### config.mk
export PLATFORM = sky130hd
export DESIGN_NAME = booth_seq_multiplier
export DESIGN_NICKNAME = d
export VERILOG_FILES = /design/src/rtl/multdiv_pkg.sv /design/src/rtl/booth_seq_multiplier_booth_step.sv /design/src/rtl/booth_seq_multiplier.sv
export SDC_FILE = /design/constraint.sdc
export NUM_CORES = 1
export LEC_CHECK = 0
export ABC_AREA = 1
export ABC_CLOCK_PERIOD_IN_PS = 6700
export CAP_MARGIN = 20
export CORE_MARGIN = 2
export CORE_UTILIZATION = 50
export DETAILED_ROUTE_END_ITERATION = 8
export GPL_TIMING_DRIVEN = 1
export PLACE_DENSITY = 0.75
export SYNTH_ARGS = -nofsm -noshare
export SYNTH_HDL_FRONTEND = slang
export SYNTH_SLANG_ARGS = --single-unit
### constraint.sdc
create_clock -name clock -period 6.7 [get_ports clock]
set_input_delay 1.34 -clock clock [delete_from_list [all_inputs] [get_ports clock]]
set_output_delay 1.34 -clock clock [all_outputs]
set_load 0.005 [all_outputs]
### src/rtl/multdiv_pkg.sv
// Shared types and constants for the sequential multiply/divide units.
// Holds the FSM state encoding, the iteration count and the radix-2 Booth codes.
package multdiv_pkg;

    typedef enum logic [1:0] {
        IDLE = 2'd0,
        RUN  = 2'd1,
        DONE = 2'd2
    } mult_state_t;

    localparam int MULT_ITER = 32;

    localparam logic [1:0] BOOTH_NOP = 2'b00;
    localparam logic [1:0] BOOTH_ADD = 2'b01;
    localparam logic [1:0] BOOTH_SUB = 2'b10;

    // {Q[0], q_m1}: 01 ends a run of ones (add), 10 starts one (subtract), 00/11 do nothing.
    function automatic logic [1:0] booth_decode(input logic [1:0] pair);
        case (pair)
            2'b01:   return BOOTH_ADD;
            2'b10:   return BOOTH_SUB;
            default: return BOOTH_NOP;
        endcase
    endfunction

endpackage

### src/rtl/booth_seq_multiplier_booth_step.sv
// One radix-2 Booth iteration: conditional add/subtract of M into A, then an
// arithmetic right shift of {A,Q,q_m1}. Purely combinational.
module booth_step
    import multdiv_pkg::*;
#(
    parameter int WIDTH = MULT_ITER
) (
    input  logic signed [WIDTH:0]   acc,
    input  logic signed [WIDTH-1:0] mcand,
    input  logic        [WIDTH-1:0] q,
    input  logic                    q_m1,
    output logic signed [WIDTH:0]   acc_next,
    output logic        [WIDTH-1:0] q_next,
    output logic                    q_m1_next
);

    logic        [1:0]     code;
    logic signed [WIDTH:0] m_ext;
    logic signed [WIDTH:0] addend;
    logic                  carry_in;
    logic signed [WIDTH:0] sum;

    // The extra bit keeps -M representable when M is the most negative value.
    // Subtraction reuses the single adder as A + ~M + 1.
    always_comb begin
        code     = booth_decode({q[0], q_m1});
        m_ext    = {mcand[WIDTH-1], mcand};
        addend   = '0;
        carry_in = 1'b0;
        case (code)
            BOOTH_ADD: begin
                addend   = m_ext;
                carry_in = 1'b0;
            end
            BOOTH_SUB: begin
                addend   = ~m_ext;
                carry_in = 1'b1;
            end
            default: begin
                addend   = '0;
                carry_in = 1'b0;
            end
        endcase
        sum       = acc + addend + {{WIDTH{1'b0}}, carry_in};
        acc_next  = {sum[WIDTH], sum[WIDTH:1]};
        q_next    = {sum[0], q[WIDTH-1:1]};
        q_m1_next = q[0];
    end

endmodule

### src/rtl/booth_seq_multiplier.sv
// Multi-cycle signed WIDTHxWIDTH radix-2 Booth multiplier, one add/sub step per clock.
// Define MULT_PRODUCT_HI_EN to expose the registered high product word on product_hi.
module booth_seq_multiplier
    import multdiv_pkg::*;
#(
    parameter int WIDTH = MULT_ITER,
    parameter int CNT_W = 6
) (
    input  logic                    clock,
    input  logic                    reset,
    input  logic                    start,
    input  logic signed [WIDTH-1:0] multiplicand,
    input  logic signed [WIDTH-1:0] multiplier,
    output logic                    busy,
    output logic                    result_valid,
    output logic        [WIDTH-1:0] product,
    output logic                    overflow
`ifdef MULT_PRODUCT_HI_EN
    ,
    output logic        [WIDTH-1:0] product_hi
`endif
);

    localparam logic [CNT_W-1:0] LAST_ITER = CNT_W'(WIDTH - 1);

    mult_state_t               state;
    logic        [CNT_W-1:0]   iter_cnt;
    logic signed [WIDTH-1:0]   m_reg;
    logic signed [WIDTH:0]     acc;
    logic        [WIDTH-1:0]   q_reg;
    logic                      q_m1;

    logic signed [WIDTH:0]     acc_next;
    logic        [WIDTH-1:0]   q_next;
    logic                      q_m1_next;

    // High word must equal the sign extension of the low word for the product to fit.
    function automatic logic hi_not_sign_ext(input logic [WIDTH-1:0] hi,
                                             input logic [WIDTH-1:0] lo);
        return hi != {WIDTH{lo[WIDTH-1]}};
    endfunction

    booth_step #(
        .WIDTH(WIDTH)
    ) u_step (
        .acc       (acc),
        .mcand     (m_reg),
        .q         (q_reg),
        .q_m1      (q_m1),
        .acc_next  (acc_next),
        .q_next    (q_next),
        .q_m1_next (q_m1_next)
    );

    always_ff @(posedge clock) begin
        if (reset) begin
            state        <= IDLE;
            busy         <= 1'b0;
            result_valid <= 1'b0;
            product      <= '0;
            overflow     <= 1'b0;
            iter_cnt     <= '0;
`ifdef MULT_PRODUCT_HI_EN
            product_hi   <= '0;
`endif
        end else begin
            result_valid <= 1'b0;
            case (state)
                IDLE, DONE: begin
                    if (start) begin
                        m_reg    <= multiplicand;
                        acc      <= '0;
                        q_reg    <= multiplier;
                        q_m1     <= 1'b0;
                        iter_cnt <= '0;
                        busy     <= 1'b1;
                        state    <= RUN;
                    end else begin
                        busy     <= 1'b0;
                        state    <= IDLE;
                    end
                end
                RUN: begin
                    acc      <= acc_next;
                    q_reg    <= q_next;
                    q_m1     <= q_m1_next;
                    iter_cnt <= iter_cnt + CNT_W'(1);
                    // Last step: publish straight from the step outputs so the result
                    // is visible in the same cycle the FSM reaches DONE.
                    if (iter_cnt == LAST_ITER) begin
                        state        <= DONE;
                        busy         <= 1'b0;
                        result_valid <= 1'b1;
                        product      <= q_next;
                        overflow     <= hi_not_sign_ext(acc_next[WIDTH-1:0], q_next);
`ifdef MULT_PRODUCT_HI_EN
                        product_hi   <= acc_next[WIDTH-1:0];
`endif
                    end
                end
                default: begin
                    state <= IDLE;
                    busy  <= 1'b0;
                end
            endcase
        end
    end

endmodule
# Yosys cells after proc, flatten, opt, wreduce, memory -nomap -nowiden
# Cells that the tools add are included.
[op_classes]
add_sub_neg = 3
n_mul = 0
n_div = 0
magnitude_cmp = 0
eq_ne = 10
shifts = 0
muxes = 18
n_bitwise = 3
reduce_logical = 8
[op_table]
columns = ["cell", "count"]
rows = [
  ["33-bit one-hot mux with 2 select lines", 2],
  ["32-bit one-hot mux with 2 select lines", 1],
  ["33-bit by 1-bit adder with 33-bit output", 1],
  ["33-bit adder", 1],
  ["33-bit 2-to-1 mux", 1],
  ["32-bit NOT with 33-bit output", 1],
  ["32-bit 2-to-1 mux", 1],
  ["32-bit != test", 1],
  ["6-bit one-hot mux with 2 select lines", 1],
  ["2-bit one-hot mux with 2 select lines", 2],
  ["6-bit by 1-bit adder with 6-bit output (second input constant)", 1],
  ["2-bit by 1-bit equality test with 1-bit output (second input constant)", 3],
  ["2-bit equality test (second input constant)", 3],
  ["6-bit by 5-bit equality test with 1-bit output (second input constant)", 1],
  ["1-bit 2-to-1 mux", 6],
  ["6-bit 2-to-1 mux", 1],
  ["3-bit AND reduction", 2],
  ["2-bit != test (second input constant)", 2],
  ["1-bit one-hot mux with 2 select lines", 2],
  ["2-bit AND reduction", 2],
  ["2-bit OR reduction", 2],
  ["2-bit zero test", 1],
  ["2-bit 2-to-1 mux", 1],
  ["1-bit NOT", 2],
  ["2-bit nonzero test", 1],
]
[word_totals]
regBits = 141
latchBits = 0
ramBits = 0
romBits = 0
input_bits = 67
output_inout_bits = 35
word_cells = 52
n_memories = 0

# Logic depth before layout (Yosys ltp)
[depth]
ltp_word = 7
depth_mapped = 24
mapped_depth_nobuf = 24

# By module
# A second synthesis with hierarchy kept.
[hier_totals]
hier_cells = 1133
hier_area_um2 = 8523.2
[modules_own_cells]
columns = ["module", "n_inst", "cells_each", "area_per_inst_um2", "seq_area_each_um2"]
rows = [
  ["booth_seq_multiplier", 1, 501, 5497.8, 3803.6],
  ["booth_step", 1, 632, 3025.4, 0.0],
]

# Worst setup path after synthesis
# Ideal clock, no wire load.
[synth_path]
path_kind = "input-to-reg"
start = "input reset"
end = "register acc[0] (enable)"
setup_time_ns = 0.490
arrival_time_ns = 4.345
required_ns = 6.210
slack_ns = 1.865
cell_stages = 2
path_buffers = 1
cell_sequence = "clkbuf_1 nor2_1"
[synth_via]
elab_chain_cells = 2
[synth_rtl]
columns = ["element", "line_no", "rtl"]
rows = [
  ["start, declared", "booth_seq_multiplier.sv:10", "input logic reset,"],
  ["1-bit NOT (no source line)", "--", ""],
  ["3-bit AND reduction (no source line)", "--", ""],
  ["end signal, assigned", "booth_seq_multiplier.sv:84", "acc <= acc_next;"],
  ["end, declared", "booth_seq_multiplier.sv:29", "logic signed [WIDTH:0] acc;"],
]
# Every way passes these cells.
# A chain may end at the register's enable or synchronous reset.

# Final worst setup path
[layout_path]
start = "register q_reg[0]"
end = "register overflow"
[layout_via]
elab_chain_cells = 7
elab_cells_between_ends = 10
cone_classes = "2 x add/sub; 5 x eq/ne; 3 x mux"
[layout_rtl]
columns = ["element", "line_no", "rtl"]
rows = [
  ["start, declared", "booth_seq_multiplier.sv:30", "logic [WIDTH-1:0] q_reg;"],
  ["start signal, assigned", "booth_seq_multiplier.sv:73", "q_reg <= multiplier;"],
  ["start signal, assigned", "booth_seq_multiplier.sv:85", "q_reg <= q_next;"],
  ["2-bit equality test or 2-bit by 1-bit equality test with 1-bit output (tied branches)", "multdiv_pkg.sv:19", "case (pair)"],
  ["2-bit one-hot mux with 2 select lines *", "multdiv_pkg.sv:19", ""],
  ["2-bit equality test or 2-bit by 1-bit equality test with 1-bit output (tied branches)", "booth_seq_multiplier_booth_step.sv:30", "case (code)"],
  ["33-bit one-hot mux with 2 select lines", "booth_seq_multiplier_booth_step.sv:30", ""],
  ["33-bit adder", "booth_seq_multiplier_booth_step.sv:44", "sum = acc + addend + {{WIDTH{1'b0}}, carry_in};"],
  ["33-bit by 1-bit adder with 33-bit output *", "booth_seq_multiplier_booth_step.sv:44", ""],
  ["32-bit != test *", "booth_seq_multiplier.sv:40", "return hi != {WIDTH{lo[WIDTH-1]}};"],
  ["end signal, assigned", "booth_seq_multiplier.sv:95", "overflow <= hi_not_sign_ext(acc_next[WIDTH-1:0], q_next);"],
  ["end, declared", "booth_seq_multiplier.sv:17", "output logic overflow"],
]
# Mark *: on every way between the ends. The rest lies on a longest branch, timed or not.

==> metrics.md <==
| Metric | Value |
|---|---|
| Outcome | finished, final reports clean |
| Max Slew Vio Count | 0 |
| Setup crit end | overflow$_SDFFE_PP0P_ |
| Clock Latency Late Sink | about 0.43 ns |
| Pre-antenna DRT Iters | 5 |
| CP peak stage delay | between 0.4 and 0.5 ns |
| P per Cell Area | 248.9 mW/mm² |
| IO Count | between 100 and 150 |
| First-pass GRT wire length | roughly 35000 µm |
| CP Launch Type | flop |
| Hold Buf Count CTS | 0 |
| Grt ovf | 0 |
| Port buffer count | just over 100 |
| Combinational group share of total power | 23.8% |
| Setup repair bufs after CTS | 0 |
| Crit path depth | 23 |
| R2r startpoint | q_reg[0]$_DFFE_PP_ |
| Layout cells sized above 1 | 6.433% |
| Crit path cell chain | nor2_2 > buf_4 > a21oi_1 > fa_1 > inv_1 > fa_1 > nand2_2 > nand2_2 > nand3_2 > nand2_2 > nand2_2 > nand2_2 > nand2_1 > nand2_1 > nand2_1 > nor2_1 > nand2_1 > nand2_1 > nand2_1 > nor2_1 > nand3_1 > nor2_1 > nor2_1 |
| Sequential share of the synthesized area | a little under half |
| Final ANT Viol Nets | 0 |
| DIE HEIGHT | 132.8 µm |
| Reg-to-reg endpoint | overflow$_SDFFE_PP0P_ |
| Non-Filler Instances | 1448 |
| CTS root buf | clkbuf_16 |
| Htree depth | 4 |
| CP arrival | about 4.2 ns |
| Cells after DPL | 1415 |
| Clk slew on worst S/H paths | 0.07 ns |
| Cell internal pwr | about 0.0017 W |
| Synth Warn # | 0 |
| Leading area contributor after synthesis | edfxtp_1 |
| Bufs and invs on worst path | 2 |
| R2R depth | 23 |
| CP Data Required Time | 7.01 ns |
| Die width | 132.8 µm |
| Net Count, Synth | 1219 |
| Placer Congestion | 0.9493 |
| Total GRT Usage | between 20% and 30% |
| Dpl hpwl | about 16000 µm |
| Net switching power | between 0.0008 and 0.0009 W |
| Post-CTS resize count | 0 |
| Residual DRC | 0 |
| Setup tns final | 0 ns |
| Clock buffer count from CTS | 17 |
| Fin crit period | around 3.8 ns |
| TritonCTS clock tree | built |
| Final setup viols | 0 |
| Worst hold path type | flop to flop |
| Pin count of the biggest net entering global routing | slightly above 80 |
| Final Skew | between 0.01 and 0.015 ns |
| # rows | 47 |
| Area grow syn2layout | 22.02% |
| Synth Cell Area | just over 0.008 mm² |
| Period Utilization, post-route | between 50% and 60% |
| Area share of the largest cell type after synthesis | a little over a third |
| Synthesized flop and latch total | approximately 140 |
| DR vias | around 7500 |
| Worst Tran Pin Value | about 1.0 ns |
| CP Class | flop to flop |
| Final worst slack | approximately 2.9 ns |
| Critical Path Most Common Cell | nand2_1 |
| Post-Synthesis Cells | approximately 1100 |
| Worst slew margin | 31.41% |
| Core Region | ~0.016 mm² |
| Vias in the first global route | slightly above 7000 |
| Commonest non-fill, non-tap cell in the layout | nand2_1 |
| Worst path top cell family by delay | simple AND/OR/NAND/NOR gates |
| Sink Count | approximately 140 |
| Final WL | around 22000 µm |
| Reg2reg setup slack | around 2.9 ns |
| Reg power frac | approximately two fifths |
| Crit path from | q_reg[0]$_DFFE_PP_ |
| Wire per inst | ~15 µm |
| Initial core utilization | between 50% and 60% |
| CTS max path bufs | 2 |
| Iter 0 DRT Violations | between 600 and 700 |
| Die Footprint | 0.01762 mm² |
| Yosys cell types | 39 |
| Initial antenna violation count | 0 |
| Setup WS pre-CTS | 2.854 ns |
| Final hold violations | 0 |
| Most frequent cells in the layout | 349 x nand2_1, 156 x inv_1, 101 x clkdlybuf4s50_1 |
| Clock power frac | between 30% and 40% |
| Slowest cell on the critical path | nor2_2 |
| Vias per Instance | about 5.2 |
| CP Capture Type | flop |
| Diodes inserted | 0 |
| Leakage | 4.525 nW |
| VDD IR max | around 0.18 mV |
| Max cap viols | 0 |
| Crit path max fanout | 22 |
| Fmax | between 0.2 and 0.3 GHz |
| Mean post-synth cell area | between 7 and 8 µm² |
| Nets | 1316 |
| Sw Share | 32.38% |
| Synth area leaders | edfxtp_1 35%, nand2_1 16%, dfxtp_1 10% |
| Unrepaired setup endpoints after global routing | no |
==> through the flow <==
| stage | hold WS [ns] | utilization [%] | total power (W) | area (µm²) |
|---|---|---|---|---|
| after floorplan | 0.4475 | - | 0.001420 | 8289 |
| after global placement | 0.4655 | 57.90 | 0.001604 | 9499 |
| after detailed placement | 0.4725 | 58.02 | 0.001618 | 9519 |
| after CTS | 0.4878 | 61.48 | 0.002520 | 10090 |
| after global routing | 0.5059 | 61.65 | 0.002643 | 10110 |
| final | 0.4829 | 61.65 | 0.002518 | 10110 |
==> power groups by stage <==
stage          clock network (W)  registers (W)  logic, W
3_5_place_dp                   0        0.00103  0.000588
4_1_cts                 0.000915        0.00101  0.000592
3_3_place_gp                   0        0.00103  0.000575
2_1_floorplan                  0        0.00103  0.000392
6_report                0.000906        0.00101  0.000600
5_1_grt                 0.000955        0.00102  0.000671
==> worst min-delay path by stage <==
| stage | start | endpoint | cells after the start |
|---|---|---|---|
| finish | product[29]$_SDFFE_PP0P_ | product[29]$_SDFFE_PP0P_ | 2 |
| global route | product[17]$_SDFFE_PP0P_ | product[17]$_SDFFE_PP0P_ | 2 |
| CTS | product[29]$_SDFFE_PP0P_ | product[29]$_SDFFE_PP0P_ | 2 |
| detailed placement | product[29]$_SDFFE_PP0P_ | product[29]$_SDFFE_PP0P_ | 2 |
| global placement | product[29]$_SDFFE_PP0P_ | product[29]$_SDFFE_PP0P_ | 2 |
| floorplan | iter_cnt[0]$_SDFFE_PP0P_ | iter_cnt[0]$_SDFFE_PP0P_ | 1 |
==> Yosys cell counts (all sizes together) <==
library cell and count:
inv 159, xor2 1, nand3 104, clkbuf 23, a21oi 39, nor2 104, a21boi 1, xnor2 1
fa 2, o21ai 105, nor4 1, nand2 369, edfxtp 97, o21a 1, nand3b 4, clkinv 1
a221oi 3, nand4 7, dfxtp 42, buf 5, ha 32, or2 2, o21bai 3, nor3 10
a211oi 1, and2 1
==> area by class of cell <==
type,count,area (µm²)
Fill cell,1451,6292
Clock buffer,18,439.2
Inverter,160,600.6
Multi-Input combinational cell,791,3836
Sequential cell,139,3754
Tap cell,220,275.3
Clock inverter,14,128.9
Timing Repair Buffer,106,1081
==> logic make-up (layout without fill, tap and decap cells) <==
kind of cell	count (synthesis)	in the layout	synth area share [%]
simple gates	602	602	30.76
buf+inv	188	298	8.649
compound gates	153	153	9.781
flops	139	139	45.28
fa+ha+maj	34	34	5.313
xor+xnor	2	2	0.2114
==> metal layers <==
metal	up-vias	global-route usage, %	wire length [µm]
met2	227	40.47	9985
met3	25	6.705	1588
met1	3452	32.71	9620
met5	-	0	0
li1	3835	-	-
met4	0	6.272	329
==> tightest hold or removal path: cells and delay by family (launching register included) <==
| kind | cells | cell delay [ns] |
|---|---|---|
| compound gates | 1 | 0.06 |
| flops | 1 | 0.33 |
| simple gates | 1 | 0.06 |
(Power assumes the default switching activity.)
